## config.mk

```make
export PLATFORM = sky130hd
export DESIGN_NAME = register_file
export DESIGN_NICKNAME = d
export VERILOG_FILES = /design/src/rtl/register_file_pkg.sv /design/src/rtl/register_file_nbit_register.sv /design/src/rtl/register_file.sv
export SDC_FILE = /design/constraint.sdc
export NUM_CORES = 2
export LEC_CHECK = 0
export BUFFER_PORTS_ARGS = -buffer_cell sky130_fd_sc_hd__buf_2
export CORE_MARGIN = 2
export CORE_UTILIZATION = 65
export CTS_BUF_LIST = sky130_fd_sc_hd__clkbuf_4 sky130_fd_sc_hd__clkbuf_8 sky130_fd_sc_hd__clkbuf_16
export CTS_CLUSTER_DIAMETER = 150
export CTS_CLUSTER_SIZE = 10
export DETAILED_ROUTE_END_ITERATION = 7
export GPL_TIMING_DRIVEN = 0
export PLACE_DENSITY = 0.85
export SYNTH_ARGS = -nofsm -noshare
export SYNTH_HDL_FRONTEND = slang
export SYNTH_SLANG_ARGS = --single-unit
export TNS_END_PERCENT = 50
```

## constraint.sdc

```tcl
create_clock -name clk -period 9.14 [get_ports clk]
set_input_delay 2.285 -clock clk [delete_from_list [all_inputs] [get_ports clk]]
set_output_delay 2.285 -clock clk [all_outputs]
set_load 0.03 [all_outputs]
```

## src/rtl/register_file_pkg.sv

```systemverilog
// Shared constants and the byte-lane merge used by the register storage and
// by the bypass path. The merge must be identical in both places.
package register_file_pkg;

    localparam int XLEN_DEFAULT  = 32;
    localparam int NREGS_DEFAULT = 32;
    localparam int REG_ZERO      = 0;

    // Applied once per byte lane, so it works for any XLEN that is a multiple of 8.
    function automatic logic [7:0] merge_byte(
        input logic [7:0] old_val,
        input logic [7:0] new_val,
        input logic       strb
    );
        return strb ? new_val : old_val;
    endfunction

endpackage

```

## src/rtl/register_file_nbit_register.sv

```systemverilog
// One storage entry: a WIDTH-bit register with per-byte load enables and an
// asynchronous active-low clear.
module nbit_register
    import register_file_pkg::*;
#(
    parameter int WIDTH = XLEN_DEFAULT
) (
    input  logic               clk,
    input  logic               rst,
    input  logic [WIDTH/8-1:0] load,
    input  logic [WIDTH-1:0]   d,
    output logic [WIDTH-1:0]   q
);

    logic [WIDTH-1:0] next;

    for (genvar b = 0; b < WIDTH/8; b++) begin : g_lane
        assign next[b*8 +: 8] = merge_byte(q[b*8 +: 8], d[b*8 +: 8], load[b]);
    end

    always_ff @(posedge clk or negedge rst) begin
        if (!rst) begin
            q <= '0;
        end else begin
            q <= next;
        end
    end

endmodule

```

## src/rtl/register_file.sv

```systemverilog
// General-purpose register file: two combinational read ports, one byte-strobed
// write port, x0 reads as zero, optional same-cycle write-to-read bypass.
module register_file
    import register_file_pkg::*;
#(
    parameter  int XLEN   = XLEN_DEFAULT,
    parameter  int NREGS  = NREGS_DEFAULT,
    parameter  bit BYPASS = 1'b0,
    localparam int AW     = $clog2(NREGS)
) (
    input  logic              clk,
    input  logic              rst,
    input  logic [AW-1:0]     rs1_addr,
    output logic [XLEN-1:0]   rs1_data,
    input  logic [AW-1:0]     rs2_addr,
    output logic [XLEN-1:0]   rs2_data,
    input  logic              wr_en,
    input  logic [AW-1:0]     wr_addr,
    input  logic [XLEN/8-1:0] wr_strb,
    input  logic [XLEN-1:0]   wr_data
);

    localparam int NSLOTS = 2 ** AW;

    // Sized to the full address space; slots 0 and >= NREGS are tied to zero,
    // so out-of-range reads need no separate range check.
    logic [XLEN-1:0] regs [NSLOTS];

    for (genvar i = 0; i < NSLOTS; i++) begin : g_reg
        if (i == REG_ZERO || i >= NREGS) begin : g_zero
            assign regs[i] = '0;
        end else begin : g_store
            logic [XLEN/8-1:0] load;
            assign load = (wr_en && wr_addr == AW'(i)) ? wr_strb : '0;

            nbit_register #(.WIDTH(XLEN)) u_reg (
                .clk  (clk),
                .rst  (rst),
                .load (load),
                .d    (wr_data),
                .q    (regs[i])
            );
        end
    end

    logic            wr_live;
    logic [XLEN-1:0] wr_old;
    logic [XLEN-1:0] wr_merged;

    // Gated by rst so the bypass cannot leak data while the array is held clear.
    assign wr_live = BYPASS && rst && wr_en && (|wr_strb)
                     && ({1'b0, wr_addr} != (AW+1)'(REG_ZERO))
                     && ({1'b0, wr_addr} <  (AW+1)'(NREGS));
    assign wr_old  = regs[wr_addr];

    for (genvar b = 0; b < XLEN/8; b++) begin : g_merge
        assign wr_merged[b*8 +: 8] = merge_byte(wr_old[b*8 +: 8], wr_data[b*8 +: 8], wr_strb[b]);
    end

    always_comb begin
        rs1_data = regs[rs1_addr];
        rs2_data = regs[rs2_addr];
        if (wr_live && rs1_addr == wr_addr) rs1_data = wr_merged;
        if (wr_live && rs2_addr == wr_addr) rs2_data = wr_merged;
    end

endmodule

```

==> flow_summary.toml <==
[status]
outcome = "complete, but fails checks"
violations = "max-capacitance violations, max-slew violations"

[timing]
rsz0062_at_grt = "false"
worst_slew_pin_slew_ps = 1590
fmax_mhz = 114
clock-skew-final_ps = 0
finalMaxSlewViolations = 22
max_slew_margin_pct = -6.10
setup_ws_ps = 406
fin_crit_sh_pct = 95.6
setup_viol = 0
period_needed_ps = 8730
tns_ps = 0
hold_viol = 0

[yosys]
synthesis.nets = 3699
syn_inst = 3645
yosysTopAreaCell = "dfrtp_1"
synthArstFlopShare_pct = 100
synth_area_mm2 = 0.0532
synth_area_leaders = "dfrtp_1 47%, mux2_2 21%, mux4_2 16%"
synth_area_per_cell_um2 = 14.6
yosysMostFrequentCell = "mux2_2"
synth_top_area_share_pct = 46.7
seq_area_frac_synth_pct = 46.7
synth-main-ff-cell = "dfrtp_1"
yosysUniqueCellTypes = 26
synth_common_cells = "1,015 x mux2_2, 992 x dfrtp_1, 384 x mux4_2"
ys_warn_count = 0
synth_edf_count = 0
synth_seq_cells = 992

[final_layout]
area_growth_pct = 9.29
reg_top3 = "g.g_store.u_reg.q (992)"
stdcell_area_mm2 = 0.0581
largest_reg_flops = 992
regMostFlops = "g.g_store.u_reg.q"
nets = 3921
layout-drive-gt1-share_pct = 44.0
fillers = 5044

[route]
routed_wirelength_um = 161000
wl_per_cell_um = 32.7
vias = 36570
routed-wl-met3_um = 19700
wl_met2_um = 72700
ant_nets = 0
highest_layer = "met5"
drtIter0Drc = 4391
dr.pass1.iters = 6
avgViaCountPerCell = 7.40
drc_errors = 0
wl_met1_um = 60900

[die]
core_area_mm2 = 0.0808
start_util_pct = 65.8
core.rowCount = 104
pin_count = 118
dieHeight_um = 290
die_width_um = 290
die_area_mm2 = 0.0841

[cts]
htreeDepth = 3
cts_buffer_depth = 3
cts_tree = "yes"
postCtsResizedCells = 0
cts_setup_buffers = 0
clock-sinks = 992
cts_hold_buf = 0
cts_made_buffers = 109
cts_root_buf = "clkbuf_16"
clk_latency_ps = 670
path_clk_slew_ps = 50

[pwr]
p_seq_share_pct = 47.2
power.total_mw = 11.5
combPwrFrac_pct = 19.5
leakage_nw = 26.4
internal-power_mw = 8.25
switchingPower_mw = 3.28
clkPwrFrac_pct = 33.3
p_sw_share_pct = 28.4
peakVddDrop_mv = 0.143
powerDensity_mw_per_mm2 = 198

[critical_path]
cp.arrival_ps = 6450
crit_path_cell_trace = "buf_2 > clkbuf_1 > clkbuf_1 > mux4_2 > a22o_1 > o21ai_0 > o31ai_1 > buf_2"
r2r_setup_slack_ps = 8280
r2r_cells = 1
timing.rr.start = "g_reg[6].g_store.u_reg.q[21]"
cpPeakStageDelay_ps = 1190
slowest_stage = "clkbuf_1"
cp-end-kind = "output port"
crit_type = "input port to output port"
reg2reg_to = "g_reg[6].g_store.u_reg.q[21]"
worstPathRequired_ps = 6860
setup.worst_path.start_class = "input port"
worst-path-max-fanout = 10

[grt]
antenna_found_initial = 17
overflow = 0
grt_first_pass_wirelength_um = 241000
grt_max_degree = 124
grt_usage_pct = 38.5
grt_pass1_vias = 37719

[min_path]
hold_class = "flop to flop"
min_path_cells = 1
worstHoldStart = "g_reg[28].g_store.u_reg.q[0]"
whs_endpoint = "g_reg[28].g_store.u_reg.q[0]"

[flow_run]
max-cap-violations = 2

[placed_design]
place_congestion = 1.00
port_buffers = 103
postPlaceCellArea_mm2 = 0.0553
dp_slack_ps = 824
dp_hpwl_um = 119000
-- area by class of cell --
cell class	count	area [µm²]	share of cell area, %
Clock buffer	111	2780	4.78
Antenna cell	12	30.0	0.0517
Buffer	324	1340	2.30
Tap cell	1060	1330	2.28
Timing Repair Buffer	111	746	1.28
Sequential cell	992	24800	42.7
Clock inverter	4	57.6	0.0990
Multi-Input combinational cell	2327	27000	46.5
Inverter	2	7.51	0.0129
-- how the worst max path moves through the flow --
stage	cells past startpoint	end	from
global placement	1	g_reg[9].g_store.u_reg.q[4]	rst
global route	8	rs2_data[31]	rs2_addr[2]
finish	8	rs2_data[31]	rs2_addr[2]
CTS	8	rs1_data[31]	rs1_addr[2]
detailed placement	8	rs1_data[31]	rs1_addr[2]
floorplan	8	rs2_data[10]	rs2_addr[0]
-- critical path, delay by kind of cell --
kind / cells / cell delay [ps]
AO/OA/AOI/OAI: 3 / 1170
buffers and inverters: 4 / 2550
multiplexers: 1 / 430
-- metal layers --
layer | global-route usage [%] | vias up
met4 | 18.0 | 10
met2 | 57.2 | 2366
met3 | 13.1 | 513
met1 | 51.7 | 19054
li1 | - | 14627
met5 | 0.284 | -
-- stage by stage --
stage | hold slack [ps] | utilization, % | cells
3_5_place_dp | 498 | 68.4 | 4816
4_1_cts | 510 | 71.9 | 4931
2_1_floorplan | 475 | - | 3645
6_report | 509 | 71.9 | 4943
5_1_grt | 528 | 71.9 | 4938
3_3_place_gp | 487 | 68.1 | 4808
-- cells in the final DEF, fill, tap and decap left out, types with 6 or more instances in the layout --
cell / Yosys / routed
a211oi_1: 64 / 64
a22o_1: 192 / 192
and2_1: 66 / 66
buf_1: 17 / 17
buf_16: 0 / 8
buf_2: 61 / 163
buf_4: 12 / 12
clkbuf_1: 234 / 233
clkbuf_16: 0 / 111
dfrtp_1: 992 / 992
diode_2: 0 / 12
mux2_1: 41 / 41
mux2_2: 1015 / 1015
mux2i_1: 192 / 192
mux4_2: 384 / 384
nand2_1: 128 / 128
nand2b_1: 6 / 6
nor2_1: 23 / 23
nor2b_1: 6 / 6
nor3_1: 7 / 7
o21ai_0: 64 / 64
o22ai_1: 64 / 64
o31ai_1: 64 / 64
-- cells by family (layout without fill, tap and decap cells) --
kind of cell / after synthesis / count (layout) / synth area share [%]
multiplexers: 1632 / 1632 / 42.2
other: 0 / 12 / 0
flip-flops: 992 / 992 / 46.7
AND/OR/NAND/NOR: 247 / 247 / 2.24
AO/OA/AOI/OAI: 448 / 448 / 6.32
buffers and inverters: 326 / 552 / 2.53
-- power by group through the flow --
stage / clock network [mW] / registers (mW) / logic [mW]
floorplan: 0 / 5.32 / 1.58
global placement: 0 / 5.41 / 2.09
detailed placement: 0 / 5.47 / 2.18
CTS: 3.84 / 5.41 / 2.20
global route: 4.02 / 5.50 / 2.36
finish: 3.84 / 5.45 / 2.25
Power figures use the tool's default switching activity.
